## config.mk

```make
export PLATFORM = sky130hd
export DESIGN_NAME = acc_req_arbiter
export DESIGN_NICKNAME = d
export VERILOG_FILES = /design/src/rtl/acc_req_arbiter.sv
export SDC_FILE = /design/constraint.sdc
export NUM_CORES = 1
export LEC_CHECK = 0
export ABC_AREA = 1
export CAP_MARGIN = 20
export CORE_AREA = 8 8 204 206
export CTS_BUF_LIST = sky130_fd_sc_hd__clkbuf_8
export CTS_CLUSTER_DIAMETER = 40
export DETAILED_ROUTE_END_ITERATION = 8
export DIE_AREA = 0 0 212 214
export HOLD_SLACK_MARGIN = 0.12
export PLACE_DENSITY_LB_ADDON = 0.25
export SLEW_MARGIN = 20
export SYNTH_ARGS = -nofsm -noshare
export SYNTH_HDL_FRONTEND = slang
export SYNTH_SLANG_ARGS = --single-unit
export TNS_END_PERCENT = 5
```

## constraint.sdc

```tcl
create_clock -name clk_i -period 2.2 [get_ports clk_i]
set_clock_uncertainty 0.05 [all_clocks]
set_input_delay 0.33 -clock clk_i [delete_from_list [all_inputs] [get_ports clk_i]]
set_output_delay 0.33 -clock clk_i [all_outputs]
set_load 0.01 [all_outputs]
```

## src/rtl/acc_req_arbiter.sv

```systemverilog
// rtl/acc_req_arbiter.sv - round-robin sharing of one accelerator port with in-order response routing
module acc_req_arbiter #(
  parameter int unsigned NumReq = 2,
  parameter int unsigned ReqW   = 128,
  parameter int unsigned RespW  = 72,
  parameter int unsigned Depth  = 4
) (
  input  logic                     clk_i,
  input  logic                     rst_i,
  input  logic [NumReq*ReqW-1:0]   req_data_i,
  input  logic [NumReq-1:0]        req_valid_i,
  output logic [NumReq-1:0]        req_ready_o,
  output logic [RespW-1:0]         resp_data_o,
  output logic [NumReq-1:0]        resp_valid_o,
  input  logic [NumReq-1:0]        resp_ready_i,
  output logic [ReqW-1:0]          acc_req_data_o,
  output logic                     acc_req_valid_o,
  input  logic                     acc_req_ready_i,
  input  logic [RespW-1:0]         acc_resp_data_i,
  input  logic                     acc_resp_valid_i,
  output logic                     acc_resp_ready_o,
  output logic [$clog2(Depth):0]   outstanding_o,
  output logic                     orphan_resp_o
);

  localparam int unsigned IdxW = $clog2(NumReq);
  localparam int unsigned PtrW = $clog2(Depth);
  localparam int unsigned CntW = PtrW + 1;

  logic [IdxW-1:0] rr_q;
  logic            lock_q;
  logic [IdxW-1:0] lock_idx_q;
  logic [IdxW-1:0] tag_mem [Depth];
  logic [PtrW-1:0] wptr_q, rptr_q;
  logic [CntW-1:0] count_q;
  logic            orphan_q;

  logic            cand_vld;
  logic [IdxW-1:0] cand_idx;
  logic [IdxW:0]   scan_idx;
  logic            full, empty;
  logic [IdxW-1:0] head;
  logic            push, pop;

  assign full  = (count_q == CntW'(Depth));
  assign empty = (count_q == '0);
  assign head  = tag_mem[rptr_q];

  // Scan from the highest offset down so the lowest offset from rr_q wins.
  always_comb begin
    cand_vld = 1'b0;
    cand_idx = '0;
    scan_idx = '0;
    if (lock_q) begin
      cand_vld = 1'b1;
      cand_idx = lock_idx_q;
    end else begin
      for (int i = NumReq - 1; i >= 0; i--) begin
        scan_idx = {1'b0, rr_q} + (IdxW+1)'(i);
        if (scan_idx >= (IdxW+1)'(NumReq))
          scan_idx = scan_idx - (IdxW+1)'(NumReq);
        if (req_valid_i[scan_idx[IdxW-1:0]]) begin
          cand_vld = 1'b1;
          cand_idx = scan_idx[IdxW-1:0];
        end
      end
    end
  end

  assign acc_req_valid_o = cand_vld && !full;
  assign acc_req_data_o  = cand_vld ? req_data_i[cand_idx*ReqW +: ReqW] : '0;
  assign push            = acc_req_valid_o && acc_req_ready_i;

  assign resp_data_o      = acc_resp_data_i;
  assign acc_resp_ready_o = empty ? 1'b1 : resp_ready_i[head];
  assign pop              = acc_resp_valid_i && acc_resp_ready_o && !empty;

  always_comb begin
    req_ready_o  = '0;
    resp_valid_o = '0;
    for (int k = 0; k < NumReq; k++) begin
      req_ready_o[k]  = cand_vld && (cand_idx == IdxW'(k)) && !full && acc_req_ready_i;
      resp_valid_o[k] = acc_resp_valid_i && !empty && (head == IdxW'(k));
    end
  end

  always_ff @(posedge clk_i) begin
    if (rst_i) begin
      rr_q       <= '0;
      lock_q     <= 1'b0;
      lock_idx_q <= '0;
      wptr_q     <= '0;
      rptr_q     <= '0;
      count_q    <= '0;
      orphan_q   <= 1'b0;
    end else begin
      if (push) begin
        lock_q <= 1'b0;
        rr_q   <= (cand_idx == IdxW'(NumReq - 1)) ? '0 : cand_idx + 1'b1;
        wptr_q <= wptr_q + 1'b1;
      end else if (acc_req_valid_o) begin
        // Hold the grant so payload stays stable under accelerator backpressure.
        lock_q     <= 1'b1;
        lock_idx_q <= cand_idx;
      end
      if (pop)
        rptr_q <= rptr_q + 1'b1;
      if (push && !pop)
        count_q <= count_q + 1'b1;
      else if (pop && !push)
        count_q <= count_q - 1'b1;
      if (acc_resp_valid_i && empty)
        orphan_q <= 1'b1;
    end
  end

  always_ff @(posedge clk_i) begin
    if (push)
      tag_mem[wptr_q] <= cand_idx;
  end

  assign outstanding_o = count_q;
  assign orphan_resp_o = orphan_q;

endmodule
```

* Word level (Yosys, flattened, before mapping) *
Memories as Yosys holds them, arrays and structs flattened. A register that Yosys moved wholly into a read port is not among the register bits.
Index checks and enable logic that the tools add are counted.

word-level totals
  register bits after elaboration = 11
  bits in latches = 0
  bits in writable memories = 4
  ROM bits = 0
  input bits = 336
  output and inout port bits = 210
  logic and storage cells = 75
  memories = 1

operators by class
  add/sub/neg operators = 8
  multiply operators = 0
  divide/modulo/power cells = 0
  magnitude comparators = 5
  equal/unequal tests = 1
  shift operators = 1
  mux-type cells = 25
  bitwise logic cells = 3
  reductions and logical operators = 24

memories
  memory   words  bits a word  rd ports  clocked after Yosys merged registers in  wr ports  line  RTL
  tag_mem  4      1            1         1                                        1         33    logic [IdxW-1:0] tag_mem [Depth];

operators with widths
  operator                                                    count
  variable part select 256 x 9 -> 128 bit                     1
  2-to-1 mux 128 bit                                          1
  2-to-1 mux 1 bit                                            20
  logical AND 1 bit                                           16
  less-than comparator 1 x 2 -> 1 bit, second input constant  3
  2-to-1 mux 3 bit                                            2
  adder 2 x 1 -> 2 bit, second input constant                 2
  logical NOT 1 bit                                           4
  2-to-1 mux 2 bit                                            2
  adder 3 x 1 -> 3 bit, second input constant                 1
  == test 3 bit, second input constant                        1
  logical NOT 3 bit                                           1
  inverter 1 bit                                              3
  subtractor 3 x 1 -> 3 bit, second input constant            1
  adder 1 x 1 -> 2 bit, second input constant                 1
  >= comparator 1 x 2 -> 1 bit, second input constant         1
  >= comparator 2 bit, second input constant                  1
  AND reduction 2 bit                                         1
  nonzero test 2 bit                                          1
  OR reduction 2 bit                                          1
  subtractor 1 bit, second input constant                     2
  adder 1 bit, second input constant                          1

* Logic depth before layout (Yosys ltp) *
Gate-level depths: netlist (run 1).

  depth in word-level cells = 15
  depth in mapped cells = 14
  gate-level depth less buffers = 14

* Worst setup path after synthesis (run 1) *
Ideal clock, no wire load.

  path kind = reg-to-reg
  start = reg count_q[0], in the netlist outstanding_o[0]
  end = reg count_q[2], in the netlist outstanding_o[2]
  setup time = 70 ps
  arrival = 1780 ps
  data required time = 2080 ps
  path slack = 300 ps
  stages on the path, launching flop included = 15
  clock period less this slack = 1900 ps
  path through = dfxtp_1 -> inv_1 -> nand3_1 -> nand2_1 -> inv_2 -> nand2_1 -> inv_1 -> ha_1 -> inv_1 -> fa_1 -> nor2_1 -> nor2_1 -> nand2_1 -> o21ai_0 -> a21oi_1

on the way
  word-level cells in the longest chain between the ends = 7
  elaborated cells between the ends (all ways) = 18
  those cells by class = add/sub (2); eq/ne (1); mux (3); reduce/logical (12)

RTL lines
  what                          line  RTL
  start, declared               35    logic [CntW-1:0] count_q;
  start signal, assigned        109   count_q <= count_q + 1'b1;
  start signal, assigned        111   count_q <= count_q - 1'b1;
  == test 3 bit *               45    assign full = (count_q == CntW'(Depth));
  logical NOT 1 bit *           70    assign acc_req_valid_o = cand_vld && !full;
  logical AND 1 bit *           70
  net acc_req_valid_o           17    output logic acc_req_valid_o,
  logical AND 1 bit *           72    assign push = acc_req_valid_o && acc_req_ready_i;
  net push                      43    logic push, pop;
  logical NOT 1 bit             110   else if (pop && !push)
  logical AND 1 bit             110
  nonzero test 2 bit (no line)  n/a

Mark *: on every way through the listed nets, which the timed path passes. The rest lies on a longest branch. The select of a mux whose other input is x is not followed.
A chain may end at the register's enable or synchronous reset.

* Final worst setup path (run 1) *
  start = in req_valid_i[0]
  end = out acc_req_data_o[60]

on the way
  word-level cells in the longest chain between the ends = 7
  elaborated cells between the ends (all ways) = 12
  those cells by class = shift (1); mux (11)

RTL lines
  what                                                  line  RTL
  start, declared                                       11    input logic [NumReq-1:0] req_valid_i,
  2-to-1 mux 1 bit (implied by the code) (2 in series)  62    if (req_valid_i[scan_idx[IdxW-1:0]]) begin
  2-to-1 mux 1 bit (2 in series)                        62
  2-to-1 mux 1 bit                                      54    if (lock_q) begin
  variable part select 256 x 9 -> 128 bit               71    assign acc_req_data_o = cand_vld ? req_data_i[cand_idx*ReqW +: ReqW] : '0;
  2-to-1 mux 128 bit *                                  71
  end, declared                                         16    output logic [ReqW-1:0] acc_req_data_o,

Mark *: on every way between the ends. The rest lies on a longest branch, timed or not. The select of a mux whose other input is x is not followed.

==> results.sh, run 1 <==
export IMPL_status="completed"
export IMPL_critical_path_arrival_ps=1780
export IMPL_crit_required_ps=1820
export IMPL_finalCritPeriodShare_pct=98.4
export IMPL_rrSetupSlack_ps=100
export IMPL_hpwl_mm=18.8
export IMPL_switching_share_pct=43.7
export IMPL_slew_viol_final=0
export IMPL_max_stage_delay_ps=220
export IMPL_ios=546
export IMPL_maxSlewHeadroom_pct=79.3
export IMPL_routed_via_density=3.45
export IMPL_p_sw_mw=1.66
export IMPL_h_tree_depth=1
export IMPL_syn_to_final_growth_pct=136
export IMPL_seq_area_frac_synth_pct=11.8
export IMPL_synth_area_per_cell_um2=5.31
export IMPL_core_um2=38300
export IMPL_setup_viol=0
export IMPL_drt_total_wl_mm=24.0
export IMPL_power_mw=3.80
export IMPL_cap_violations=0
export IMPL_synth_seq_cells=17
export IMPL_gp_congestion=0.823
export IMPL_final_cell_area_um2=7610
export IMPL_die_x_um=212
export IMPL_layout_nets=1293
export IMPL_grt_pass1_vias=5310
export IMPL_path_class="input pin to primary output"
export IMPL_grt_pass1_wl_mm=34.3
export IMPL_pwr_share_clk_pct=6.1
export IMPL_post_route_drc_count=0
export IMPL_finalCriticalPeriod_ps=2160
export IMPL_vias=5069
export IMPL_postCtsHoldBufs=0
export IMPL_peakVddDrop_mv=0.212
export IMPL_ys_types=22
export IMPL_cts_buffers=3
export IMPL_leakagePower_nw=3.64
export IMPL_synth_top_area_share_pct=31.8
export IMPL_die_y_um=214
export IMPL_worstMarginPinSlew_ps=307
export IMPL_cts_tree="done"
export IMPL_rsz0062_at_grt="yes"
export IMPL_slowest_stage="clkdlybuf4s15_2"
export IMPL_fin_util_pct=19.9
export IMPL_start_util_pct=8.44
export IMPL_comb_power_share_pct=82.5
export IMPL_row_count=72
export IMPL_synth_warnings=0
export IMPL_clkSinkCount=17
export IMPL_finalHoldViolCount=0
export IMPL_grt_usage_pct=9.82
export IMPL_startpoint_type="input pin"
export IMPL_synth_top_cells_by_area="nand2_1, nand3_1, buf_4"
export IMPL_clk_latency_ps=250
export IMPL_grt_ovfl_total=0
export IMPL_drtAntennaViolNets=0
export IMPL_synth_cells=608
export IMPL_p_seq_share_pct=11.4
export IMPL_antenna_found_initial=1
export IMPL_fin_hold_ws_ps=406
export IMPL_first_pass_iters=4
export IMPL_preCtsSetupSlack_ps=-524
export IMPL_worst_path_max_fanout=26
export IMPL_netlist_area_um2=3230
export IMPL_synth_nets=950
export IMPL_drt_iter0_drc=276
export IMPL_power_density_nw_per_um2=499
export IMPL_hold_class="register to register"
export IMPL_wl_per_cell_um=16.3
export IMPL_path_cells="dlygate4sd2_1 -> inv_2 -> o211ai_2 -> nand2_4 -> inv_12 -> buf_4 -> buf_12 -> buf_16 -> nand3_1 -> nand2_1 -> clkdlybuf4s15_2"
export IMPL_clk_path_buf_depth=2
export IMPL_clock_fmax_mhz=462
export IMPL_intPower_mw=2.14
export IMPL_yosysTopAreaCell="nand2_1"
export IMPL_grt_max_degree=56
export IMPL_clockRootBuffer="clkbuf_8"
export IMPL_clkTransAtPathRegs_ps=70
export IMPL_portBuffers=401
export IMPL_cp_end_kind="primary output"
export IMPL_drive_gt1_share_pct=15.2
export IMPL_die_area_um2=45400
export IMPL_placed_area_um2=7450
export IMPL_finalWorstSetupSlack_ps=35.3
-- critical path, delay by kind of cell --
kind | cells | cell delay, ps
buffers and inverters | 7 | 970
and+or+nand+nor | 3 | 290
AOI/OAI and AO/OA | 1 | 190
-- final timing paths --
path                                      from                  to  cells after the start
worst max-delay path            req_valid_i[0]  acc_req_data_o[60]                     11
worst min-delay path             orphan_resp_o       orphan_resp_o                      2
worst max register to register          lock_q    outstanding_o[2]                     15
worst min register to register   orphan_resp_o       orphan_resp_o                      2
-- cell type report --
| class | count | area (um^2) |
|---|---|---|
| diodes | 1 | 2.50 |
| clock buffers | 3 | 41.3 |
| clock inverters | 1 | 5.00 |
| fillers | 4407 | 30700 |
| inverters | 23 | 98.8 |
| multi-input cells | 453 | 2040 |
| flip-flops and latches | 17 | 382 |
| well taps | 518 | 648 |
| repair buffers | 453 | 4400 |
-- power groups by stage --
stage	clock network [mW]	logic (mW)	registers (mW)
2_1_floorplan	0	1.35	0.453
3_3_place_gp	0	3.21	0.440
3_5_place_dp	0	3.19	0.438
4_1_cts	0.241	3.25	0.433
5_1_grt	0.256	3.44	0.441
6_report	0.232	3.13	0.432
-- metal layers --
metal	GRT usage, %	share of wire [%]
met5	0	0
met4	3.68	3.9
met3	2.73	8.1
met2	18.6	52
met1	10.0	36
-- layout by cell type, fill, tap and decap left out, types with 6 or more instances in the layout --
cell,n
a21oi_1,11
buf_12,10
buf_16,6
buf_2,38
buf_4,28
buf_6,14
clkbuf_2,18
clkdlybuf4s15_1,14
clkdlybuf4s50_1,266
dfxtp_1,12
dlygate4sd2_1,53
inv_1,19
nand2_1,268
nand3_1,128
nand3_2,7
nor2_1,13
-- metrics by stage --
stage / setup TNS (ps) / cells
CTS: -52.3 / 1468
detailed placement: -53240 / 1446
finish: 0 / 1469
global placement: -52400 / 1446
global route: -323 / 1469
floorplan: 0 / 608
-- cells in the mapped netlist, drive strengths merged --
cell type	n
a211oi	1
a21oi	11
buf	112
clkbuf	3
dfxtp	13
edfxtp	4
fa	1
ha	5
inv	23
nand2	274
nand3	135
nand3b	1
nor2	14
nor3	1
o211ai	1
o21ai	6
or2	2
xor2	1
-- cells by family after synthesis --
| logic type | Yosys count | share of synthesized area (%) |
|---|---|---|
| simple gates | 427 | 55.2 |
| buf+inv | 138 | 27.0 |
| compound gates | 19 | 3.25 |
| flops | 17 | 11.8 |
| fa+ha+maj | 6 | 2.56 |
| xor+xnor | 1 | 0.271 |
-- timing repair --
item	in CTS	in global routing
endpoints found under the setup margin	135	104
buffers inserted	12	0
gates resized for setup	287	88
pin swaps	2	5
endpoints found under the hold margin	0	0
cloned	6	0
Power figures use the tool's default switching activity.
==> run 2: changes to the inputs <==
--- a/config.mk
+++ b/config.mk
@@ -6,10 +6,12 @@
 export NUM_CORES = 1
 export LEC_CHECK = 0
 export ABC_AREA = 1
+export ABC_CLOCK_PERIOD_IN_PS = 2000
 export CAP_MARGIN = 20
 export CORE_AREA = 8 8 204 206
 export CTS_BUF_LIST = sky130_fd_sc_hd__clkbuf_8
 export CTS_CLUSTER_DIAMETER = 40
+export CTS_CLUSTER_SIZE = 40
 export DETAILED_ROUTE_END_ITERATION = 8
 export DIE_AREA = 0 0 212 214
 export HOLD_SLACK_MARGIN = 0.12
==> constraint.sdc (replaced) <==
create_clock -name clk_i -period 2 [get_ports clk_i]
set_clock_uncertainty 0.05 [all_clocks]
set_input_delay 0.3 -clock clk_i [delete_from_list [all_inputs] [get_ports clk_i]]
set_output_delay 0.3 -clock clk_i [all_outputs]
set_load 0.01 [all_outputs]
==> run 2 against run 1 <==
The flow now finishes with violations (negative setup slack); first-iteration DRC count fell by 4.0%; clock power rose by 13%; hold slack worse by 4.2 ps; flip-flop and latch count stayed put; sequential share of layout area decreased by 0.38 points; sequential power grew 11%; global-route usage up 0.22 points; largest power group unchanged; critical path type is now register to primary output; power is 24% higher; utilization increased by 1.8 points; combinational power rose by 26%; clock-buffer cell count stayed put; worst setup slack worse by 95 ps.
==> results.sh, run 2 (synthesis results as in run 1) <==
export IMPL_crit_required_ps=1650
export IMPL_grt_pass1_vias=5602
export IMPL_mostFrequentLayoutCells="clkdlybuf4s50_1, nand2_1, nand3_1"
export IMPL_crit_family="buffers and inverters"
export IMPL_cts_buffers=3
export IMPL_slew_viol_final=0
export IMPL_grt_max_degree=28
export IMPL_vias=5249
export IMPL_postCtsHoldBufs=0
export IMPL_row_count=72
export IMPL_finalHoldViolCount=0
export IMPL_path_class="register to primary output"
export IMPL_portBuffers=401
export IMPL_antenna_cells=0
export IMPL_crit_top_cell="buf_12"
export IMPL_die_area_um2=45400
export IMPL_ios=546
export IMPL_drt_total_wl_mm=25.5
export IMPL_routed_via_density=3.50
export IMPL_post_route_drc_count=0
export IMPL_syn_to_final_growth_pct=157
export IMPL_r2r_start="lock_q"
export IMPL_rsz0062_at_grt="yes"
export IMPL_finalCritPeriodShare_pct=103
export IMPL_hpwl_mm=19.7
export IMPL_final_common_cell="clkdlybuf4s50_1"
export IMPL_finalWorstSetupSlack_ps=-59.2
export IMPL_finalCriticalPeriod_ps=2060
export IMPL_placed_area_um2=7710
export IMPL_cts_tree="done"
export IMPL_gp_congestion=0.874
export IMPL_power_mw=4.69
export IMPL_clk_path_buf_depth=2
export IMPL_grt_pass1_wl_mm=35.1
export IMPL_violations="negative setup slack"
export IMPL_drive_gt1_share_pct=32.2
export IMPL_clockRootBuffer="clkbuf_8"
export IMPL_worst_path_max_fanout=8
export IMPL_grt_ovfl_total=0
export IMPL_hp_start="orphan_resp_o"
export IMPL_h_tree_depth=1
export IMPL_path_cells="o211ai_2 -> nand2_4 -> buf_6 -> buf_12 -> buf_12 -> buf_12 -> nand2_1 -> nand2_1 -> buf_6"
export IMPL_first_pass_iters=4
export IMPL_startpoint_type="register"
export IMPL_drtAntennaViolNets=0
export IMPL_layout_nets=1324
export IMPL_crit_buf_inv=5
export IMPL_start_util_pct=8.44
export IMPL_leakagePower_nw=3.92
export IMPL_slowest_stage="dfxtp_2"
export IMPL_clock_fmax_mhz=486
export IMPL_worstMarginPinSlew_ps=290
export IMPL_maxSlewHeadroom_pct=80.6
export IMPL_clkSinkCount=17
export IMPL_drt_iter0_drc=265
export IMPL_cap_violations=0
export IMPL_critical_path_arrival_ps=1710
export IMPL_antenna_found_initial=0
export IMPL_fin_util_pct=21.7
export IMPL_final_cell_area_um2=8310
export IMPL_cp_end_kind="primary output"
export IMPL_fin_hold_ws_ps=401
export IMPL_core_um2=38300
export IMPL_die_x_um=212
export IMPL_hold_class="register to register"
export IMPL_max_stage_delay_ps=330
export IMPL_wl_per_cell_um=17.0
export IMPL_power_density_nw_per_um2=564
export IMPL_clkTransAtPathRegs_ps=70
export IMPL_setup_viol=35
export IMPL_crit_start="rr_q"
export IMPL_die_y_um=214
export IMPL_clk_latency_ps=260
export IMPL_status="complete, but fails checks"
export IMPL_grt_usage_pct=10.0
export IMPL_peakVddDrop_mv=0.225
-- run 2: cell count changes in the layout (fill, tap and decap cells not counted), sizes merged, moves of 2 or more --
cell           previous run  this run
buf                      97       163
clkdlybuf4s15            16         2
clkbuf                   21        52
dlygate4sd2              53         3
bufbuf                    2         0
-- run 2: worst min-delay path: stages, from the launching register on --
cell and delay [ps]:
dfxtp_1 310, inv_1 50, a21oi_1 50
-- run 2: worst paths after layout --
path                        end  slack (ps)  cells after the start
max          acc_req_data_o[76]         -60                      9
min               orphan_resp_o         400                      2
max reg2reg    outstanding_o[1]         -30                     12
min reg2reg       orphan_resp_o         400                      2
-- run 2: power by group --
part	internal, mW	switching, mW	total, mW
registers	0.429	0.0488	0.478
logic	2.08	1.87	3.95
clock network	0.138	0.125	0.263
-- run 2: repair_timing --
item	CTS	global route
gates resized for setup	343	317
cloned	4	6
pin swaps	2	33
setup buffers	4	20
setup endpoints to repair	136	130
-- run 2: per-layer routing --
metal	global-route usage, %	vias up	part of all wire, %
met4	3.71	0	3.3
met3	2.47	56	7.7
met2	18.7	246	52
met1	10.7	2338	37
li1	-	2609	-
met5	0	-	0
-- run 2: layout make-up --
| type | instances | area [um^2] |
|---|---|---|
| Fill cell | 4362 | 30000 |
| Timing Repair Buffer | 484 | 4800 |
| Multi-Input combinational cell | 453 | 2340 |
| Tap cell | 518 | 648 |
| Sequential cell | 17 | 385 |
| Inverter | 23 | 98.8 |
| Clock buffer | 3 | 41.3 |
| Clock inverter | 1 | 5.00 |
-- run 2: through the flow --
step                cells  worst slack, ps  TNS, ps
CTS                  1478             -386   -11960
floorplan             608             99.9        0
global placement     1467             -677   -77810
global route         1499             -162    -9200
detailed placement   1467             -689   -78530
finish               1499            -59.2     -867
